--- config.mk ---
export PLATFORM = sky130hd
export DESIGN_NAME = paddle_motion
export DESIGN_NICKNAME = d
export VERILOG_FILES = /design/src/rtl/paddle_pkg.sv /design/src/rtl/paddle_speed_ramp.sv /design/src/rtl/paddle_motion.sv
export SDC_FILE = /design/constraint.sdc
export NUM_CORES = 1
export LEC_CHECK = 0
export CORE_AREA = 2 2 62 64
export DETAILED_ROUTE_END_ITERATION = 6
export DIE_AREA = 0 0 64 66
export HOLD_SLACK_MARGIN = 0.1
export PLACE_DENSITY = 0.74
export SYNTH_ARGS = -nofsm -noshare
export SYNTH_HDL_FRONTEND = slang
export SYNTH_SLANG_ARGS = --single-unit
--- constraint.sdc ---
create_clock -name clk -period 10.1 [get_ports clk]
set_input_delay 2.02 -clock clk [delete_from_list [all_inputs] [get_ports clk]]
set_output_delay 2.02 -clock clk [all_outputs]
set_load 0.005 [all_outputs]
--- src/rtl/paddle_pkg.sv ---
// rtl/paddle_pkg.sv - shared paddle state type, default geometry and clamp helper
package paddle_pkg;

  typedef enum logic [1:0] {
    IDLE   = 2'd0,
    MOVE_L = 2'd1,
    MOVE_R = 2'd2
  } paddle_state_e;

  localparam int DEF_XW        = 10;
  localparam int DEF_SCREEN_W  = 640;
  localparam int DEF_HALF_W    = 40;
  localparam int DEF_MIN_SPEED = 1;
  localparam int DEF_MAX_SPEED = 8;
  localparam int DEF_ACCEL     = 1;

  // Signed so callers can pass a position that has stepped past either edge.
  function automatic int clamp_pos(input int v, input int lo, input int hi);
    if (v < lo) return lo;
    if (v > hi) return hi;
    return v;
  endfunction

endpackage

--- src/rtl/paddle_speed_ramp.sv ---
// rtl/paddle_speed_ramp.sv - per-tick paddle speed ramp with clamp and idle reset
module paddle_speed_ramp
  import paddle_pkg::*;
#(
  parameter int MIN_SPEED = DEF_MIN_SPEED,
  parameter int MAX_SPEED = DEF_MAX_SPEED,
  parameter int ACCEL     = DEF_ACCEL,
  parameter int SW        = $clog2(MAX_SPEED + 1)
) (
  input  logic          clk,
  input  logic          resetn,
  input  logic          tick,
  input  logic          dir,
  input  logic          same_dir,
  input  logic          clamp,
  output logic [SW-1:0] speed_n
);

  logic [SW-1:0] speed_q;
  int            sum;

  always_comb begin
    sum     = int'(speed_q) + ACCEL;
    speed_n = SW'(MIN_SPEED);
    if (same_dir) begin
      speed_n = (sum > MAX_SPEED) ? SW'(MAX_SPEED) : SW'(sum);
    end
  end

  // A clamped step restarts the ramp so pushing into a wall never builds speed.
  always_ff @(posedge clk or negedge resetn) begin
    if (!resetn) begin
      speed_q <= '0;
    end else if (tick) begin
      if (!dir) begin
        speed_q <= '0;
      end else if (clamp) begin
        speed_q <= SW'(MIN_SPEED);
      end else begin
        speed_q <= speed_n;
      end
    end
  end

endmodule

--- src/rtl/paddle_motion.sv ---
// rtl/paddle_motion.sv - frame-rate paddle position, direction FSM and edge clamping
module paddle_motion
  import paddle_pkg::*;
#(
  parameter int XW        = DEF_XW,
  parameter int SCREEN_W  = DEF_SCREEN_W,
  parameter int HALF_W    = DEF_HALF_W,
  parameter int MIN_SPEED = DEF_MIN_SPEED,
  parameter int MAX_SPEED = DEF_MAX_SPEED,
  parameter int ACCEL     = DEF_ACCEL
) (
  input  logic          clk,
  input  logic          resetn,
  input  logic          frame_tick,
  input  logic          left,
  input  logic          right,
  input  logic          serve,
  output logic [XW-1:0] x_out,
  output logic          moving,
  output logic          at_left,
  output logic          at_right
);

  localparam int XMIN   = HALF_W;
  localparam int XMAX   = SCREEN_W - 1 - HALF_W;
  localparam int CENTRE = SCREEN_W / 2;
  localparam int SW     = $clog2(MAX_SPEED + 1);

  if (XMIN >= XMAX) begin : g_bad_width
    $error("paddle_motion: HALF_W too large for SCREEN_W");
  end
  if (SCREEN_W > (2 ** XW)) begin : g_bad_xw
    $error("paddle_motion: SCREEN_W does not fit in XW bits");
  end
  if (MIN_SPEED <= 0 || MAX_SPEED < MIN_SPEED) begin : g_bad_speed
    $error("paddle_motion: need MAX_SPEED >= MIN_SPEED > 0");
  end

  paddle_state_e state_q;
  logic [XW-1:0] x_q;
  logic          moving_q;

  logic          l_only, r_only, step, same_dir, clamp;
  logic [SW-1:0] speed_n;
  logic [XW-1:0] x_lim;
  int            x_n;

  assign l_only   = left & ~right;
  assign r_only   = right & ~left;
  assign step     = ~serve & (l_only | r_only);
  assign same_dir = ((state_q == MOVE_L) && l_only) || ((state_q == MOVE_R) && r_only);

  // Signed integer arithmetic so a step past either edge is seen, never wrapped.
  always_comb begin
    x_n   = r_only ? (int'(x_q) + int'(speed_n)) : (int'(x_q) - int'(speed_n));
    clamp = (x_n < XMIN) || (x_n > XMAX);
    x_lim = XW'(clamp_pos(x_n, XMIN, XMAX));
  end

  paddle_speed_ramp #(
    .MIN_SPEED(MIN_SPEED),
    .MAX_SPEED(MAX_SPEED),
    .ACCEL    (ACCEL),
    .SW       (SW)
  ) u_ramp (
    .clk     (clk),
    .resetn  (resetn),
    .tick    (frame_tick),
    .dir     (step),
    .same_dir(same_dir),
    .clamp   (clamp),
    .speed_n (speed_n)
  );

  always_ff @(posedge clk or negedge resetn) begin
    if (!resetn) begin
      x_q      <= XW'(CENTRE);
      state_q  <= IDLE;
      moving_q <= 1'b0;
    end else if (frame_tick) begin
      if (serve) begin
        x_q      <= XW'(CENTRE);
        state_q  <= IDLE;
        moving_q <= 1'b0;
      end else if (!step) begin
        state_q  <= IDLE;
        moving_q <= 1'b0;
      end else begin
        x_q      <= x_lim;
        state_q  <= r_only ? MOVE_R : MOVE_L;
        moving_q <= 1'b1;
      end
    end
  end

  assign x_out    = x_q;
  assign moving   = moving_q;
  assign at_left  = (x_q == XW'(XMIN));
  assign at_right = (x_q == XW'(XMAX));

endmodule
# Yosys cells after proc, flatten, opt, wreduce, memory -nomap -nowiden
# Cells that the tools add are included.
# Widths: inputs -> output; s select.
[op_classes]
add_sub_neg = 3
mul = 0
n_div = 0
magnitude_cmp = 3
eq_ne = 4
n_shift = 0
n_mux = 19
n_bitwise = 7
reduce_logical = 6
[ops]
columns = ["operator", "count"]
rows = [
  ["$mux 10", 5],
  ["$gt 32x11->1 const B", 1],
  ["$gt 32x5->1 const B", 1],
  ["$lt 32x7->1 const B", 1],
  ["$mux 32", 1],
  ["$mux 4", 4],
  ["$add 10x4->11", 1],
  ["$sub 10x4->11", 1],
  ["$eq 10x10->1 const B", 1],
  ["$eq 10x6->1 const B", 1],
  ["$mux 2", 3],
  ["$mux 6", 1],
  ["$add 4x1->5 const B", 1],
  ["$mux 1", 5],
  ["$and 1x1->1", 3],
  ["$not 1->1", 3],
  ["$eq 2x1->1 const B", 1],
  ["$eq 2x2->1 const B", 1],
  ["$logic_and 1x1->1", 2],
  ["$logic_or 1x1->1", 2],
  ["$reduce_and 2->1", 1],
  ["$reduce_bool 2->1", 1],
  ["$or 1x1->1", 1],
]
[word_totals]
ff_bits = 17
latchBits = 0
ram_bits = 0
rom_bits = 0
inputBits = 6
output_inout_bits = 13
mem_count = 0

# Depth between registers and ports, before layout
# Gate-level depths: netlist of run 1.
[logic_depth]
word_depth = 14
mapped_depth = 17

# By module
# From an unflattened synthesis of run 1, not the netlist that was laid out.
[unflattened]
cells_unflattened = 217
area_unflattened_um2 = 1808.0
[by_module_without_submodules]
columns = ["module", "instances", "cells_per_inst", "area_per_inst_um2"]
rows = [
  ["paddle_motion", 1, 178, 1473.9],
  ["paddle_speed_ramp", 1, 39, 334.1],
]

# Least setup slack after synthesis of run 1
# Ideal clock, no wire load.
[synth_timing]
kind = "input-to-reg"
from = "input left"
to = "register u_ramp.speed_q[0]"
setup_time_ns = 0.126
arrival_time_ns = 5.259
required_ns = 9.974
slack_ns = 4.714
stages = 16
cell_sequence = "inv_1 -> ha_1 -> buf_6 -> inv_1 -> o31ai_1 -> o21ai_0 -> ha_1 -> fa_1 -> nor3b_1 -> or3_4 -> a32oi_2 -> xnor2_1 -> a211oi_4 -> o21a_4 -> o21ai_2 -> a221o_1"
[synth_between]
elab_chain_len = 11
word_cells_on_any_way = 17
classes_between = "add/sub: 2; order compare: 2; mux: 4; bitwise: 5; reduce/logical: 4"
[synth_lines]
columns = ["item", "line_no", "rtl"]
rows = [
  ["start, declared", "paddle_motion.sv:15", "input logic left,"],
  ["$not 1->1", "paddle_motion.sv:49", "assign r_only = right & ~left;"],
  ["$and 1x1->1", "paddle_motion.sv:49", ""],
  ["$logic_and 1x1->1", "paddle_motion.sv:51", "assign same_dir = ((state_q == MOVE_L) && l_only) || ((state_q == MOVE_R) && r_only);"],
  ["$logic_or 1x1->1", "paddle_motion.sv:51", ""],
  ["$mux 4", "paddle_speed_ramp.sv:25", "if (same_dir) begin"],
  ["$sub 10x4->11 / $add 10x4->11 (equally long branches)", "paddle_motion.sv:55", "x_n = r_only ? (int'(x_q) + int'(speed_n)) : (int'(x_q) - int'(speed_n));"],
  ["$mux 32", "paddle_motion.sv:55", ""],
  ["$lt 32x7->1 / $gt 32x11->1 (equally long branches)", "paddle_motion.sv:56", "clamp = (x_n < XMIN) || (x_n > XMAX);"],
  ["$logic_or 1x1->1", "paddle_motion.sv:56", ""],
  ["$mux 4", "paddle_speed_ramp.sv:37", "end else if (clamp) begin"],
  ["$mux 4 *", "paddle_speed_ramp.sv:35", "if (!dir) begin"],
  ["end signal, assigned", "paddle_speed_ramp.sv:38", "speed_q <= SW'(MIN_SPEED);"],
  ["end signal, assigned", "paddle_speed_ramp.sv:40", "speed_q <= speed_n;"],
  ["end, declared", "paddle_speed_ramp.sv:19", "logic [SW-1:0] speed_q;"],
]
# Every way passes the cells marked *; elsewhere a longest branch is shown, timed or not.
# A chain may end at the register's enable or synchronous reset.

# Final worst setup path of run 1
[layout_timing]
from = "input right"
to = "register u_ramp.speed_q[1]"
[layout_between]
elab_chain_len = 11
word_cells_on_any_way = 17
classes_between = "add/sub: 2; order compare: 2; mux: 4; bitwise: 5; reduce/logical: 4"
[layout_lines]
columns = ["item", "line_no", "rtl"]
rows = [
  ["start, declared", "paddle_motion.sv:16", "input logic right,"],
  ["$not 1->1", "paddle_motion.sv:48", "assign l_only = left & ~right;"],
  ["$and 1x1->1", "paddle_motion.sv:48", ""],
  ["$logic_and 1x1->1", "paddle_motion.sv:51", ""],
  ["$logic_or 1x1->1", "paddle_motion.sv:51", ""],
  ["$mux 4", "paddle_speed_ramp.sv:25", ""],
  ["$sub 10x4->11 / $add 10x4->11 (equally long branches)", "paddle_motion.sv:55", ""],
  ["$mux 32", "paddle_motion.sv:55", ""],
  ["$lt 32x7->1 / $gt 32x11->1 (equally long branches)", "paddle_motion.sv:56", ""],
  ["$logic_or 1x1->1", "paddle_motion.sv:56", ""],
  ["$mux 4", "paddle_speed_ramp.sv:37", ""],
  ["$mux 4 *", "paddle_speed_ramp.sv:35", ""],
]
# Marks and branches as above.

==> results of run 1 <==
[layer usage]
metal | track usage (%) | vias to the layer above | share of wire, %
li1 | - | 784 | -
met3 | 2.21 | 11 | 5.4
met1 | 31.9 | 767 | 46
met5 | 0 | - | 0
met4 | 7.07 | 0 | 2.3
met2 | 36.2 | 57 | 46
[kinds of logic (layout without fill, tap and decap cells)]
kind of cell,count (synthesis),in the layout,synth area share [%]
AO/OA/AOI/OAI,71,71,31.9
adder cells (fa/ha/maj),14,14,11.0
multiplexers,1,1,0.577
flip-flops,17,17,24.7
XOR/XNOR,4,4,2.02
buffers and inverters,24,38,7.07
AND/OR/NAND/NOR,70,70,22.8
[path summary, 6_finish.rpt]
check	to	start	slack [ns]	depth (start not counted)
setup reg to reg	u_ramp.speed_q[1]$_DFFE_PN0P_	u_ramp.speed_q[0]$_DFFE_PN0P_	6.17	14
hold reg to reg	moving$_DFFE_PN0P_	moving$_DFFE_PN0P_	0.49	1
max in group asynchronous	moving$_DFFE_PN0P_	resetn	7.43	1
hold / removal	moving$_DFFE_PN0P_	moving$_DFFE_PN0P_	0.49	1
min in group asynchronous	x_out[2]$_DFFE_PN0P_	resetn	2.17	1
setup / recovery	u_ramp.speed_q[1]$_DFFE_PN0P_	right	3.91	15
[critical path: stages]
cell and delay (ns):
clkdlybuf4s50_1 0.48, ha_1 0.40, inv_1 0.20, o31ai_1 0.41, o21ai_0 0.26, ha_1 0.28
fa_1 0.38, nor3b_1 0.16, or3_4 0.37, o2111ai_1 0.29, a21oi_1 0.09, o311a_1 0.35
a21oi_2 0.42, o21ai_2 0.15, o2bb2ai_1 0.15
[through the flow]
stage          std cells  setup WS (ns)  hold WS, ns  cell area [um^2]
3_5_place_dp         259           3.61        0.468              1910
5_1_grt              263           3.54        0.521              1940
6_report             263           3.91        0.489              1940
3_3_place_gp         259           3.77        0.466              1910
4_1_cts              263           3.90        0.493              1940
2_1_floorplan        201           4.71        0.478              1740
[cell type report]
cell class                      instances  area, um^2
Clock buffer                            3        22.5
Clock inverter                          1        5.00
Fill cell                             322        1610
Inverter                               16        60.1
Multi-Input combinational cell        160        1180
Sequential cell                        17         428
Tap cell                               48        60.1
Timing Repair Buffer                   18         180
[power by group]
part | total, mW | leakage, nW | switching, mW | internal (mW)
Combinational | 0.155 | 0.573 | 0.0850 | 0.0701
Sequential | 0.102 | 0.224 | 0.0233 | 0.0791
Clock | 0.0393 | 0.0177 | 0.0246 | 0.0147
Total | 0.297 | 0.814 | 0.133 | 0.164
[cells in the final DEF, fill, tap and decap left out, drive strengths merged, types with 5 or more instances in the layout]
master,count
a21oi,11
dfrtp,15
o211ai,5
ha,12
nor3,6
o21ai,14
a22o,5
o22ai,5
or3,5
nor2,14
and2,5
nand3,8
nand2,11
inv,16
clkdlybuf4s50,18
[registers in the layout, summed over array words and instances, names as in the netlist]
name            cells
moving              1
x_out              10
u_ramp.speed_q      4
state_q             2
[cells in the mapped netlist (all sizes together) (2+ instances only)]
cell type and n:
or3 5, ha 12, o311ai 2, o211ai 5, o22ai 5, inv 16
dfstp 2, or2 2, a32oi 2, o21bai 2, nand3 8, a21boi 3
nand4 2, nor4 3, a31oi 3, a21oi 11, and2 5, nor3 6
nand2 11, and4 2, nor2 14, xnor2 3, and3 4, dfrtp 15
o21ai 14, clkbuf 5, a22o 5, a211oi 2, a21o 4, nor2b 3
buf 3, fa 2, o21a 2
==> impl_metrics.csv, run 1 <==
group,metric,value,unit
timing,max_freq,0.162,GHz
run,maxCapViolations,0,
drt,ant_nets,0,
cts,cts_buffers,3,
timing,tns,0,ns
worst_setup_path,cp-end-kind,"flip-flop",
placement,gp_congestion,0.926,
floorplan,die_y,66,um
floorplan,die_w,64,um
cts,cts_sinks,17,
worst_setup_path,cp-start-kind,"input port",
cts,cts_resized,0,
layout,layout.nets,236,
yosys,synthFlopType,"dfrtp_1",
global_route,grt_overflow_total,0,
drt,num_vias,1619,
cts,cts_root_buffer,"clkbuf_4",
floorplan,core,3550,um^2
placement,hpwl,3.27,mm
yosys,ys_warn_count,0,
global_route,track_usage,22.6,%
cts,path_clk_slew,0.11,ns
yosys,ys_types,68,
drt,vias_per_cell,6.16,
yosys,synth.avg_cell_area,8.63,um^2
yosys,syn_inst,201,
floorplan,design.portCount,19,
worst_setup_path,critical_path.max_fanout,11,
floorplan,row_count,22,
timing,skew,0.00903,ns
cts,clk_path_buf_depth,2,
layout,drive_above_1_share,12.1,%
floorplan,initial_utilization,48.9,%
timing,setup_viol,0,
yosys,syn_area,1740,um^2
worst_setup_path,critPathKind,"input port to flip-flop",
global_route,first_global_vias,1561,
layout,fin_util,54.7,%
cts,clk_latency,0.30,ns
yosys,synth_area_leader_cell,"dfrtp_1",
power_and_ir_drop,p_leak,0.814,nW
yosys,synth_top_area_share,21.6,%
timing,slew_headroom,46.8,%
placement,port_buffers,18,
yosys,synth.area.top_cells,"dfrtp_1, ha_1, inv_1, dfstp_2, nor2_1",
yosys,ys_ff_latch,17,
drt,wl_per_cell,16.6,um
timing,grt_setup_unrepaired,"false",
layout,diodes,0,
timing,worst_pin_slew,0.793,ns
timing,drv_slew,0,
floorplan,die-area,4220,um^2
global_route,grt_pass1_wl,7.51,mm
yosys,async_reset_ff_share,100,%
drt,drtIter0Drc,99,
yosys,synth_nets,221,
run_status,status,"complete, no violations",
cts,cts_hold_buf,0,
yosys,synth.yosys.seq_area_share,24.7,%
cts,cts_tree,"done",
power_and_ir_drop,power,0.297,mW
yosys,synth_edf_count,0,
drt,post-route-drc-count,0,
timing,timing.final.crit_share,61.3,%
worst_setup_path,cp.required,10.32,ns
worst_setup_path,arrival,6.41,ns
timing,period_needed,6.19,ns
worst_hold_path,hp-class,"flip-flop to flip-flop",
global_route,grt_max_degree,18,
cts,ctsHtreeMaxLevel,1,
power_and_ir_drop,p_per_area,153,nW/um^2
global_route,antenna_found_initial,0,
cts,post_cts_buffers,0,
drt,drt_wl_total,4.36,mm
layout,syn_to_final_growth,11.8,%
drt,first_pass_iters,4,
timing,final-hold-violation-count,0,
power_and_ir_drop,max-vdd-ir-drop,0.0731,mV
(Power assumes the default switching activity.)
==> inputs of run 2 (changes only) <==
clock period = 5.7 ns   (was 10.1 ns; I/O delays follow)
==> run 2 against run 1 <==
Wire length down 3.6%. Largest cell class unchanged. Core utilization grew 0.18 points. Setup slack got worse by 3.2 ns. First-iteration DRC count is 4.0% lower. Clock power up 61%. Cell area rose by 0.32%. Critical path depth is the same.
==> impl_metrics.csv, run 2 (same netlist as run 1, synthesis figures left out) <==
group,metric,value,unit
timing,max_freq,0.200,GHz
drt,vias_per_cell,5.94,
global_route,grt_overflow_total,0,
worst_setup_path,cp.required,5.88,ns
worst_setup_path,cp_cell_sequence,"clkdlybuf4s50_1, ha_1, inv_1, o31ai_1, o21ai_0, ha_1, fa_1, nor3b_1, or3_4, a32oi_2, xnor2_1, a211oi_4, o21a_4, o21ai_2, a221o_1",
timing,drv_slew,0,
placement,hpwl,3.23,mm
drt,post-route-drc-count,0,
power_and_ir_drop,p_leak,0.816,nW
power_and_ir_drop,clkPwrFrac,12.3,%
floorplan,core,3550,um^2
timing,grt_setup_unrepaired,"false",
worst_setup_path,critical_path.max_fanout,10,
cts,post_cts_buffers,0,
worst_setup_path,cp_common_cell,"ha_1",
run,maxCapViolations,0,
worst_setup_path,cp-start-kind,"input port",
worst_setup_path,critical_path.top_delay_family,"compound AO/OA/AOI/OAI gates",
drt,drt_wl_total,4.21,mm
worst_setup_path,cp-end-kind,"flip-flop",
cts,cts_hold_buf,0,
worst_setup_path,crit_buf_inv,2,
global_route,grt_pass1_wl,7.27,mm
cts,path_clk_slew,0.09,ns
drt,wl_per_cell,15.9,um
drt,ant_nets,0,
floorplan,die_y,66,um
cts,cts_tree,"done",
timing,final-hold-violation-count,0,
timing,tns,0,ns
run_status,status,"complete, no violations",
power_and_ir_drop,p_int,0.292,mW
power_and_ir_drop,p_per_area,265,nW/um^2
layout,most-common-layout-cells,"clkdlybuf4s50_1, inv_1, dfrtp_1, nor2_1, ha_1",
floorplan,initial_utilization,48.9,%
worst_setup_path,cpPeakStageDelay,0.48,ns
drt,num_vias,1568,
power_and_ir_drop,pwr-share-seq,34.8,%
worst_setup_path,crit_slowest_cell,"clkdlybuf4s50_1",
layout,final_area,1950,um^2
timing,timing.final.crit_share,87.5,%
placement,gp_congestion,0.848,
layout,filler_cell_count,330,
drt,drtIter0Drc,95,
cts,clk_latency,0.29,ns
layout,layout_commonest_cell,"clkdlybuf4s50_1",
timing,period_needed,4.99,ns
layout,syn_to_final_growth,12.2,%
placement,port_buffers,18,
layout,diodes,0,
timing,skew,0.00696,ns
cts,clk_path_buf_depth,2,
layout,largest_register_ffs,10,
power_and_ir_drop,combPwrFrac,53.0,%
cts,cts_buffers,3,
cts,cts_resized,0,
floorplan,design.portCount,19,
worst_hold_path,hp-class,"flip-flop to flip-flop",
cts,ctsHtreeMaxLevel,1,
global_route,track_usage,22.0,%
timing,slew_headroom,49.6,%
floorplan,row_count,22,
worst_setup_path,arrival,5.16,ns
power_and_ir_drop,power,0.516,mW
power_and_ir_drop,p_sw,0.225,mW
timing,setup_viol,0,
global_route,antenna_found_initial,0,
power_and_ir_drop,p_sw_share,43.5,%
power_and_ir_drop,max-vdd-ir-drop,0.151,mV
cts,cts_sinks,17,
global_route,grt_max_degree,18,
worst_setup_path,critPathKind,"input port to flip-flop",
drt,first_pass_iters,4,
cts,cts_root_buffer,"clkbuf_4",
layout,drive_above_1_share,12.0,%
layout,layout.nets,237,
timing,worst_pin_slew,0.754,ns
floorplan,die-area,4220,um^2
floorplan,die_w,64,um
global_route,first_global_vias,1520,
placement,placed_area,1920,um^2
-- run 2: cell type report --
class | instances | area [um^2] | share of cell area [%]
tap | 48 | 60.1 | 3.08
clock buffer | 4 | 26.3 | 1.35
inverter | 16 | 60.1 | 3.08
multi-input combinational | 160 | 1180 | 60.9
timing repair buffer | 19 | 188 | 9.64
sequential | 17 | 428 | 22.0
-- run 2: worst register-to-register path, stage by stage, from the launching register on --
cell and delay (ns):
dfrtp_1 0.44, ha_1 0.27, nand2_1 0.07, a31oi_1 0.11, o211ai_1 0.45, inv_1 0.17, fa_1 0.42, nor3b_1 0.16
or3_4 0.37, a32oi_2 0.34, xnor2_1 0.15, a211oi_4 0.29, o21a_4 0.26, o21ai_2 0.09, a221o_1 0.32
-- run 2: power groups by stage --
stage                     clock network [mW]  registers (mW)  logic [mW]
final                                 0.0634           0.180       0.273
after global routing                  0.0745           0.184       0.299
after CTS                             0.0656           0.179       0.272
after detailed placement                   0           0.182       0.269
after global placement                     0           0.181       0.266
after floorplan                            0           0.165       0.204
-- run 2: per-stage QoR --
stage	hold WS, ns	cells	worst slack [ns]	util (%)
2_1_floorplan	0.478	201	1.19	-
3_3_place_gp	0.464	260	0.584	54.1
3_5_place_dp	0.468	260	0.445	54.1
4_1_cts	0.490	264	0.745	54.8
5_1_grt	0.523	264	0.480	54.8
6_report	0.501	264	0.712	54.8
-- run 2: final timing paths --
path                                               start                             to  slack [ns]  cells past startpoint
hold reg to reg                       moving$_DFFE_PN0P_             moving$_DFFE_PN0P_        0.50                      1
hold / removal                        moving$_DFFE_PN0P_             moving$_DFFE_PN0P_        0.50                      1
min in group asynchronous                         resetn           x_out[1]$_DFFE_PN0P_        1.28                      1
max in group asynchronous                         resetn           x_out[5]$_DFFE_PN0P_        3.94                      1
setup / recovery                                   right  u_ramp.speed_q[0]$_DFFE_PN0P_        0.71                     15
setup reg to reg           u_ramp.speed_q[0]$_DFFE_PN0P_  u_ramp.speed_q[0]$_DFFE_PN0P_        1.69                     14
-- run 2: per-layer routing --
metal / routed length [um] / GRT usage, %
met2: 2020 / 35.8
met1: 1910 / 28.3
met5: 0 / 0
met3: 191 / 4.77
met4: 85 / 8.70
